### src/rtl/bch_enc_pkg.sv
// rtl/bch_enc_pkg.sv - shared BCH(141,127) encoder constants and helpers
package bch_enc_pkg;

  localparam int BCH_DW     = 127;
  localparam int BCH_CW     = 141;
  localparam int BCH_PARITY = 14;

  // Ceiling log2, never below 1 so it can size an index or pointer directly
  function automatic int clog2(input int value);
    int r;
    r = 1;
    for (int i = 1; i < 31; i++) begin
      if ((1 << i) < value) r = i + 1;
    end
    return r;
  endfunction

endpackage

### src/rtl/bch_enc_fifo.sv
// rtl/bch_enc_fifo.sv - synchronous codeword/ID FIFO with occupancy count
module bch_enc_fifo
  import bch_enc_pkg::*;
#(
  parameter int W     = 143,
  parameter int DEPTH = 4,
  parameter int CNTW  = 3
) (
  input  logic            clk,
  input  logic            rst,
  input  logic            push,
  input  logic [W-1:0]    push_data,
  input  logic            pop,
  output logic [W-1:0]    head,
  output logic [CNTW-1:0] count,
  output logic            full,
  output logic            empty
);

  localparam int PW = clog2(DEPTH);

  logic [W-1:0]  mem [DEPTH];
  logic [PW-1:0] rd_ptr;
  logic [PW-1:0] wr_ptr;
  logic          do_push;
  logic          do_pop;

  assign full    = (count == CNTW'(DEPTH));
  assign empty   = (count == '0);
  assign do_push = push & ~full;
  assign do_pop  = pop & ~empty;
  // An empty FIFO presents zeros so stale entries never leak onto the output
  assign head    = empty ? '0 : mem[rd_ptr];

  // Storage array is written only, never reset
  always_ff @(posedge clk) begin
    if (do_push) mem[wr_ptr] <= push_data;
  end

  // Pointers and occupancy; simultaneous push and pop leave count unchanged
  always_ff @(posedge clk) begin
    if (rst) begin
      rd_ptr <= '0;
      wr_ptr <= '0;
      count  <= '0;
    end else begin
      if (do_push) wr_ptr <= (wr_ptr == PW'(DEPTH - 1)) ? '0 : wr_ptr + 1'b1;
      if (do_pop)  rd_ptr <= (rd_ptr == PW'(DEPTH - 1)) ? '0 : rd_ptr + 1'b1;
      if (do_push && !do_pop)      count <= count + 1'b1;
      else if (!do_push && do_pop) count <= count - 1'b1;
    end
  end

endmodule

### src/rtl/bch_enc_arbiter.sv
// rtl/bch_enc_arbiter.sv - round-robin sharing of one BCH encoder core (BCH_ENC_ARB_STATS_EN adds stat_cnt)
module bch_enc_arbiter
  import bch_enc_pkg::*;
#(
  parameter int NREQ       = 4,
  parameter int DW         = BCH_DW,
  parameter int CW         = BCH_CW,
  parameter int ENC_LAT    = 1,
  parameter int FIFO_DEPTH = 4,
  parameter int IDW        = clog2(NREQ)
) (
  input  logic               clk,
  input  logic               rst,
  input  logic [NREQ-1:0]    req_valid,
  output logic [NREQ-1:0]    req_ready,
  input  logic [NREQ*DW-1:0] req_data,
  output logic [DW-1:0]      enc_in,
  input  logic [CW-1:0]      enc_out,
  output logic               cw_valid,
  input  logic               cw_ready,
  output logic [CW-1:0]      cw_data,
  output logic [IDW-1:0]     cw_id,
  output logic               busy
`ifdef BCH_ENC_ARB_STATS_EN
  , output logic [NREQ*16-1:0] stat_cnt
`endif
);

  localparam int CNTW = clog2(FIFO_DEPTH + 1);

  generate
    if (FIFO_DEPTH < ENC_LAT + 2) begin : g_bad_depth
      $error("FIFO_DEPTH must be at least ENC_LAT+2");
    end
    if (CW != DW + BCH_PARITY) begin : g_bad_cw
      $error("CW must equal DW plus the parity width");
    end
  endgenerate

  logic [IDW-1:0]  rr_ptr;
  logic [NREQ-1:0] gnt;
  logic [IDW-1:0]  gnt_idx;
  logic            found;
  logic            hs;
  logic            credit_ok;
  logic [CNTW-1:0] inflight;
  logic [CNTW-1:0] fifo_count;
  logic            fifo_full;
  logic            fifo_empty;
  logic [ENC_LAT:0] pipe_v;
  logic [IDW-1:0]  pipe_id [0:ENC_LAT];
  logic            pop;

  // In-flight messages: the enc_in stage plus each encoder latency stage
  always_comb begin
    inflight = '0;
    for (int i = 0; i <= ENC_LAT; i++) inflight = inflight + CNTW'(pipe_v[i]);
  end

  // Credit exists when FIFO and pipeline together leave room for one more
  assign credit_ok = ((CNTW+1)'(fifo_count) + (CNTW+1)'(inflight)) < (CNTW+1)'(FIFO_DEPTH);

  // Round-robin search starting at rr_ptr, wrapping past NREQ-1
  always_comb begin
    found   = 1'b0;
    gnt_idx = '0;
    gnt     = '0;
    if (credit_ok) begin
      for (int k = 0; k < NREQ; k++) begin
        if (!found && req_valid[(int'(rr_ptr) + k) % NREQ]) begin
          found   = 1'b1;
          gnt_idx = IDW'((int'(rr_ptr) + k) % NREQ);
        end
      end
    end
    if (found) gnt = NREQ'(1) << gnt_idx;
  end

  assign req_ready = gnt;
  assign hs        = found;

  // Pointer moves past the winner only on a handshake
  always_ff @(posedge clk) begin
    if (rst)     rr_ptr <= '0;
    else if (hs) rr_ptr <= (gnt_idx == IDW'(NREQ - 1)) ? '0 : gnt_idx + 1'b1;
  end

  // Encoder input register holds its last message while idle
  always_ff @(posedge clk) begin
    if (rst)     enc_in <= '0;
    else if (hs) enc_in <= req_data[int'(gnt_idx)*DW +: DW];
  end

  // Valid/ID shift pipe tracking which requester owns each encoder stage
  always_ff @(posedge clk) begin
    if (rst) begin
      pipe_v <= '0;
      for (int i = 0; i <= ENC_LAT; i++) pipe_id[i] <= '0;
    end else begin
      pipe_v[0]  <= hs;
      pipe_id[0] <= gnt_idx;
      for (int i = 1; i <= ENC_LAT; i++) begin
        pipe_v[i]  <= pipe_v[i-1];
        pipe_id[i] <= pipe_id[i-1];
      end
    end
  end

  assign pop = cw_valid & cw_ready;

  bch_enc_fifo #(
    .W     (CW + IDW),
    .DEPTH (FIFO_DEPTH),
    .CNTW  (CNTW)
  ) u_fifo (
    .clk       (clk),
    .rst       (rst),
    .push      (pipe_v[ENC_LAT]),
    .push_data ({pipe_id[ENC_LAT], enc_out}),
    .pop       (pop),
    .head      ({cw_id, cw_data}),
    .count     (fifo_count),
    .full      (fifo_full),
    .empty     (fifo_empty)
  );

  assign cw_valid = ~fifo_empty;
  assign busy     = (inflight != '0) | (fifo_count != '0);

`ifdef BCH_ENC_ARB_STATS_EN
  // Per-requester accepted-message counters, saturating at all ones
  always_ff @(posedge clk) begin
    if (rst) begin
      stat_cnt <= '0;
    end else begin
      for (int i = 0; i < NREQ; i++) begin
        if (gnt[i] && stat_cnt[i*16 +: 16] != 16'hFFFF)
          stat_cnt[i*16 +: 16] <= stat_cnt[i*16 +: 16] + 16'd1;
      end
    end
  end
`endif

endmodule

### config.mk
export PLATFORM = sky130hd
export DESIGN_NAME = bch_enc_arbiter
export DESIGN_NICKNAME = d
export VERILOG_FILES = /design/src/rtl/bch_enc_pkg.sv /design/src/rtl/bch_enc_fifo.sv /design/src/rtl/bch_enc_arbiter.sv
export SDC_FILE = /design/constraint.sdc
export NUM_CORES = 1
export LEC_CHECK = 0
export BUFFER_PORTS_ARGS = -buffer_cell sky130_fd_sc_hd__buf_4
export CELL_PAD_IN_SITES_DETAIL_PLACEMENT = 0
export CELL_PAD_IN_SITES_GLOBAL_PLACEMENT = 1
export CORE_AREA = 8 8 355 357
export CTS_CLUSTER_SIZE = 24
export DETAILED_ROUTE_END_ITERATION = 6
export DIE_AREA = 0 0 363 365
export PLACE_DENSITY_LB_ADDON = 0.1
export REMOVE_ABC_BUFFERS = 1
export SYNTH_ARGS = -nofsm -noshare
export SYNTH_HDL_FRONTEND = slang
export SYNTH_HIERARCHICAL = 1
export SYNTH_SLANG_ARGS = --single-unit
### constraint.sdc
create_clock -name clk -period 14.1 [get_ports clk]
set_input_delay 2.115 -clock clk [delete_from_list [all_inputs] [get_ports clk]]
set_output_delay 2.115 -clock clk [all_outputs]
set_load 0.02 [all_outputs]
== Yosys cells after proc, flatten, opt, wreduce, memory -nomap -nowiden ==
Memories as Yosys holds them, arrays and structs flattened. A register that Yosys moved wholly into a read port is not among the register bits.
Cells that the tools add are included.

* Memory bits (writable): 576
* Word-level logic and storage cells: 98
* Flip-flop bits (word level): 138
* Memories: 2
* Bits of input ports: 656
* Output and inout port bits: 276

* $mul: 1
* Equal/unequal tests: 4
* Add/sub/neg operators: 10
* Shifts and indexed selects: 2
* Bitwise operators: 11
* $lt $le $gt $ge: 5
* Reduce and logical (&&, ||, !) cells: 17
* Mux-type cells: 40

{| class="wikitable"
|+ Memories
! name !! depth !! bits a word !! read ports !! clocked after memory_dff !! write ports !! RTL line !! source
|-
| u_fifo.mem || 4 || 143 || 1 || 1 || 1 || bch_enc_fifo.sv:22 || <nowiki>logic [W-1:0] mem [DEPTH];</nowiki>
|-
| pipe_id || 2 || 2 || 2 || 0 || 2 || bch_enc_arbiter.sv:51 || <nowiki>logic [IDW-1:0] pipe_id [0:ENC_LAT];</nowiki>
|}

{| class="wikitable"
|+ Operator list
! kind !! count
|-
| 508-bit by 10-bit indexed part select with 127-bit output || 1
|-
| 143-bit two-way mux || 1
|-
| 2-bit two-way mux || 12
|-
| 1-bit two-way mux || 20
|-
| 3-bit by 4-bit < comparator with 1-bit output (second input constant) || 3
|-
| 2-bit by 7-bit multiplier with 9-bit output (second input constant) || 1
|-
| 2-bit by 1-bit adder with 2-bit output (second input constant) || 4
|-
| 1-bit binary-select mux with 2-bit select || 4
|-
| 2-bit == test (second input constant) || 3
|-
| 3-bit two-way mux || 2
|-
| 3-bit nonzero test || 2
|-
| 2-bit OR reduction || 3
|-
| 1-bit logical AND || 5
|-
| 1-bit zero test || 5
|-
| 2-bit adder (second input constant) || 2
|-
| 3-bit by 2-bit adder with 4-bit output || 1
|-
| 4-bit by 3-bit < comparator with 1-bit output (second input constant) || 1
|-
| 4-bit two-way mux || 1
|-
| 1-bit by 2-bit << shifter with 4-bit output (first input constant) || 1
|-
| 3-bit by 1-bit adder with 3-bit output (second input constant) || 1
|-
| 1-bit bitwise AND || 3
|-
| 1-bit bitwise AND (first input constant) || 3
|-
| 3-bit == test (second input constant) || 1
|-
| 3-bit zero test || 1
|-
| other kinds (6) || 9
|}

== Logic depth before layout (Yosys ltp) ==
* Depth after elaboration: 19
* Mapped depth: 10
* Mapped depth without buffers: 9

== Cells and area by module ==
Netlist, hierarchy kept.

{| class="wikitable"
|+ Modules (own cells, without submodules)
! module !! sequential area each (sq um) !! times used !! cells an instance !! area each (sq um)
|-
| bch_enc_fifo || 17356.6 || 1 || 955 || 22037.4
|-
| bch_enc_arbiter || 2702.6 || 1 || 831 || 7668.6
|}

== Worst setup path before layout ==
OpenSTA, ideal clock, no wires.

* Path kind: input port to output port
* From: input req_valid[2]
* To: output req_ready[0]
* Arrival: 3.728 ns
* Path slack: 8.257 ns
* Cell stages on the path: 8
* Cell sequence: nor2b_1 or3_1 a21oi_1 inv_2 buf_2 buf_2 ha_1 and2_1

* Longest elaborated chain between the ends: 18
* Elaborated cells between the ends (all ways): 32

{| class="wikitable"
|+ Ends and longest elaborated chain
! item !! RTL line !! source
|-
| start, declared || bch_enc_arbiter.sv:14 || <nowiki>input logic [NREQ-1:0] req_valid,</nowiki>
|-
| 1-bit binary-select mux with 2-bit select || bch_enc_arbiter.sv:70 || <nowiki>if (!found && req_valid[(int'(rr_ptr) + k) % NREQ]) begin</nowiki>
|-
| 1-bit two-way mux (not written as such) || bch_enc_arbiter.sv:70 ||
|-
| 1-bit two-way mux || bch_enc_arbiter.sv:70 ||
|-
| 1-bit two-way mux || bch_enc_arbiter.sv:68 || <nowiki>if (credit_ok) begin</nowiki>
|-
| 1-bit zero test || bch_enc_arbiter.sv:70 ||
|-
| 1-bit logical AND || bch_enc_arbiter.sv:70 ||
|-
| 1-bit two-way mux || bch_enc_arbiter.sv:70 ||
|-
| 1-bit two-way mux || bch_enc_arbiter.sv:68 ||
|-
| [3 not listed] || -- ||
|-
| 1-bit two-way mux || bch_enc_arbiter.sv:68 ||
|-
| 1-bit zero test || bch_enc_arbiter.sv:70 ||
|-
| 1-bit logical AND || bch_enc_arbiter.sv:70 ||
|-
| 2-bit two-way mux * || bch_enc_arbiter.sv:70 ||
|-
| 2-bit two-way mux * || bch_enc_arbiter.sv:68 ||
|-
| via gnt_idx[0] || bch_enc_arbiter.sv:42 || <nowiki>logic [IDW-1:0] gnt_idx;</nowiki>
|-
| 1-bit by 2-bit << shifter with 4-bit output * || bch_enc_arbiter.sv:76 || <nowiki>if (found) gnt = NREQ'(1) << gnt_idx;</nowiki>
|-
| 4-bit two-way mux * || bch_enc_arbiter.sv:76 ||
|-
| end, declared || bch_enc_arbiter.sv:15 || <nowiki>output logic [NREQ-1:0] req_ready,</nowiki>
|}

Mark *: on every way through the listed nets, which the timed path passes. The rest lies on a longest branch. The select of a mux whose other input is x is not followed.

== Final worst setup path ==
* From: input req_valid[2]
* To: output req_ready[2]

The elaborated chain is that of the path after synthesis.

==> impl_results.md <==
- Layout cells sized above 1: 0.4485
- Drt total wl: around 130 mm
- First-pass GRT wire length: about 180 mm
- Max Freq: around 0.15 GHz
- Final Cycle Share: 0.4821
- Async S/R FF share, synth: 0
- Worst Path Max Fanout: 90
- Post-CTS Setup Bufs: 0
- Number of vias per cell: 4.635
- Clock Sinks: between 700 and 800
- Wire length on met2: a little over 70 mm
- CTS tree: yes
- Layout Nets: roughly 3400
- Vias in the first global route: between 20000 and 25000
- DIE HEIGHT: between 300 and 400 um
- Met3 Wirelength: 10.82 mm
- Kind of critical path: input port to primary output
- Synth Register Bits: between 700 and 800
- DRC violations left: 0
- Worst setup margin: 7.302 ns
- WL/cell: around 30 um
- GRT Overall Usage: 0.1914
- I/O pin total: about 930
- Crit. End Element: primary output
- Uppermost layer routed: met5
- Hold Fails Final Rpt: 0
- Syn Area/Cell: 16.63 sq um
- Routed via count: 20470
- Final setup fails: 0
- Period minus WS final: just under 7 ns
- CTS Buf Count: 88
- Layout area overhead: 39.60%
- Commonest non-fill, non-tap cell in the layout: buf_4
- Residual antenna-violating net count after detailed routing: 0
- R2r endpoint: enc_in[46]
- Setup TNS Final: 0 ns
- Pre-CTS WS: approximately 7.2 ns
- Clk slew on worst S/H paths: approximately 0.060 ns
- Worst-case clock buffer depth: 3
- Max-cap violations: 0
- Clock root cell: clkbuf_16
- Peak supply drop: ~0.19 mV
- Post-synthesis sequential area ratio: 0.6753
- Die area: about 130000 sq um
- Initial drt markers: between 1000 and 1500
- Leak pwr: about 16 nW
- Metal-1 WL: ~47 mm
- Overflow after GRT: 0
- H-tree depth: 3
- Cell row count: 128
- Slew margin rel.: 0.1575
- Horizontal die dimension: 363 um
- Outcome: completed
- Reg2reg path depth: 10
- RSZ-0062 raised after global routing: false
- Core box area: about 120000 sq um
- Top cell type's share of synthesized area: 0.5782
- Worst Max-Slew Pin Slew: 1.264 ns
- Hold Crit Class: flop to flop
- Final GP Congestion: approximately 0.91
- Netlist cell types: 47
- Slew Limit Fails: 0
- Data required, critical path: ~12 ns
- Buffers on Ports: between 900 and 1000
- Critical Path AT: between 4 and 5 ns
- Area leader, netlist: edfxtp_1
- R2R Setup Slk: roughly 9.5 ns
- Number of enable flip-flop cells after synthesis: around 570
- Antenna violations before repair: 75
- Hold Buf Count CTS: 0
- Cell Area, Synth: 29710 sq um
- Pwr Total: 8.324 mW
- Skew final: roughly 0.022 ns
- Mapped Cells: roughly 1800
- Clock Latency Late Sink: approximately 0.64 ns
- Post_cts resized: 0
- Yosys warns: 6
- Starting Density: 0.2463
- Fillers: 11840
- Top cells by area, synth: edfxtp_1, mux4_2, dfxtp_1
- Worst hold path cell count: 1
- Crit Reg-Reg Startpoint: pipe_v[1]
- Worst hold path endpoint: pipe_id[0][2]
- Final Util: 0.3439
- PwrDens: between 200 and 250 nW/um^2
- Largest net degree at the start of global routing: roughly 140
- Drt pass-1 iters: 5
- Main flop type after synthesis: edfxtp_1
- Critical Path Start Type: input port
- Commonest cells after routing, fill and taps aside: buf_4, edfxtp_1, mux2i_1
- Min-delay src: pipe_id[0][0]
- HPWL Detailed: just under 100 mm
-- synth_stat cells, types with 5 or more instances --
library cell	instances
a21oi_1	5
mux2i_1	161
buf_2	30
dfxtp_1	144
nand2_1	115
buf_6	11
nor2b_1	144
clkbuf_1	79
o21ai_0	19
nor2_1	43
nor3_1	19
buf_4	7
o221ai_1	110
ha_1	13
o211a_1	17
a211oi_1	18
inv_1	8
mux2_1	17
o211ai_1	61
mux4_2	143
edfxtp_1	572
-- routing by layer --
layer	GRT usage	vias up
met5	0	-
met4	0.04609	20
met3	0.06894	230
met2	0.3587	768
met1	0.2036	10460
li1	-	8991
-- flip-flops by register name, summed over array words and instances (netlist names), named ones only --
name,cells
enc_in,127
pipe_id,4
pipe_v,2
rr_ptr,2
u_fifo/count,3
u_fifo/mem,572
u_fifo/rd_ptr,2
u_fifo/wr_ptr,2
-- kinds of logic after synthesis --
logic type,Yosys count,share of synthesized area
DFF,716,0.6753
and+or+nand+nor,348,0.06010
muxes,321,0.1691
AOI/OAI and AO/OA,243,0.06592
buffers and inverters,142,0.02287
adders and majority gates,14,0.006150
xor gates and xnor gates,2,0.0005898
-- stage by stage --
stage	area (sq um)	cells	hold WS, ns
6_report	41470	4417	0.4373
2_1_floorplan	29070	1656	0.4138
5_1_grt	41450	4407	0.4586
3_5_place_dp	38400	4237	0.4266
4_1_cts	41430	4401	0.4406
3_3_place_gp	38400	4237	0.4265
-- area by class of cell --
type	instances	area, sq um	share of cell area
Antenna cell	16	40.04	0.0009655
Clock buffer	113	2338	0.05639
Clock inverter	51	695.7	0.01677
Inverter	12	52.55	0.001267
Multi-Input combinational cell	928	9030	0.2177
Sequential cell	716	20070	0.4839
Tap cell	1625	2033	0.04903
Timing Repair Buffer	956	7214	0.1740
-- worst max-delay path by stage --
| stage | startpoint | end | depth (start not counted) |
|---|---|---|---|
| 2_1_floorplan | flop | cw_data[0] | 2 |
| 3_3_place_gp | req_valid[2] | req_ready[2] | 8 |
| 3_5_place_dp | req_valid[2] | req_ready[2] | 8 |
| 4_1_cts | req_valid[2] | req_ready[2] | 8 |
| 5_1_grt | req_valid[3] | req_ready[2] | 8 |
| 6_report | req_valid[2] | req_ready[2] | 8 |
-- where the power goes --
part           switching [mW]  leakage [nW]  internal [mW]
clock                   0.918          1.46           1.44
combinational            1.95          7.88           1.26
sequential              0.160          6.38           2.60
total                    3.03          15.7           5.30
-- worst max-delay path, cell delays in order --
cell and delay [ns]:
buf_4 0.13, nor2b_1 0.16, or3_1 0.70, a21oi_1 0.64
inv_8 0.31, ha_1 0.33, and2_1 0.14, buf_4 0.16
Power figures use the tool's default switching activity.
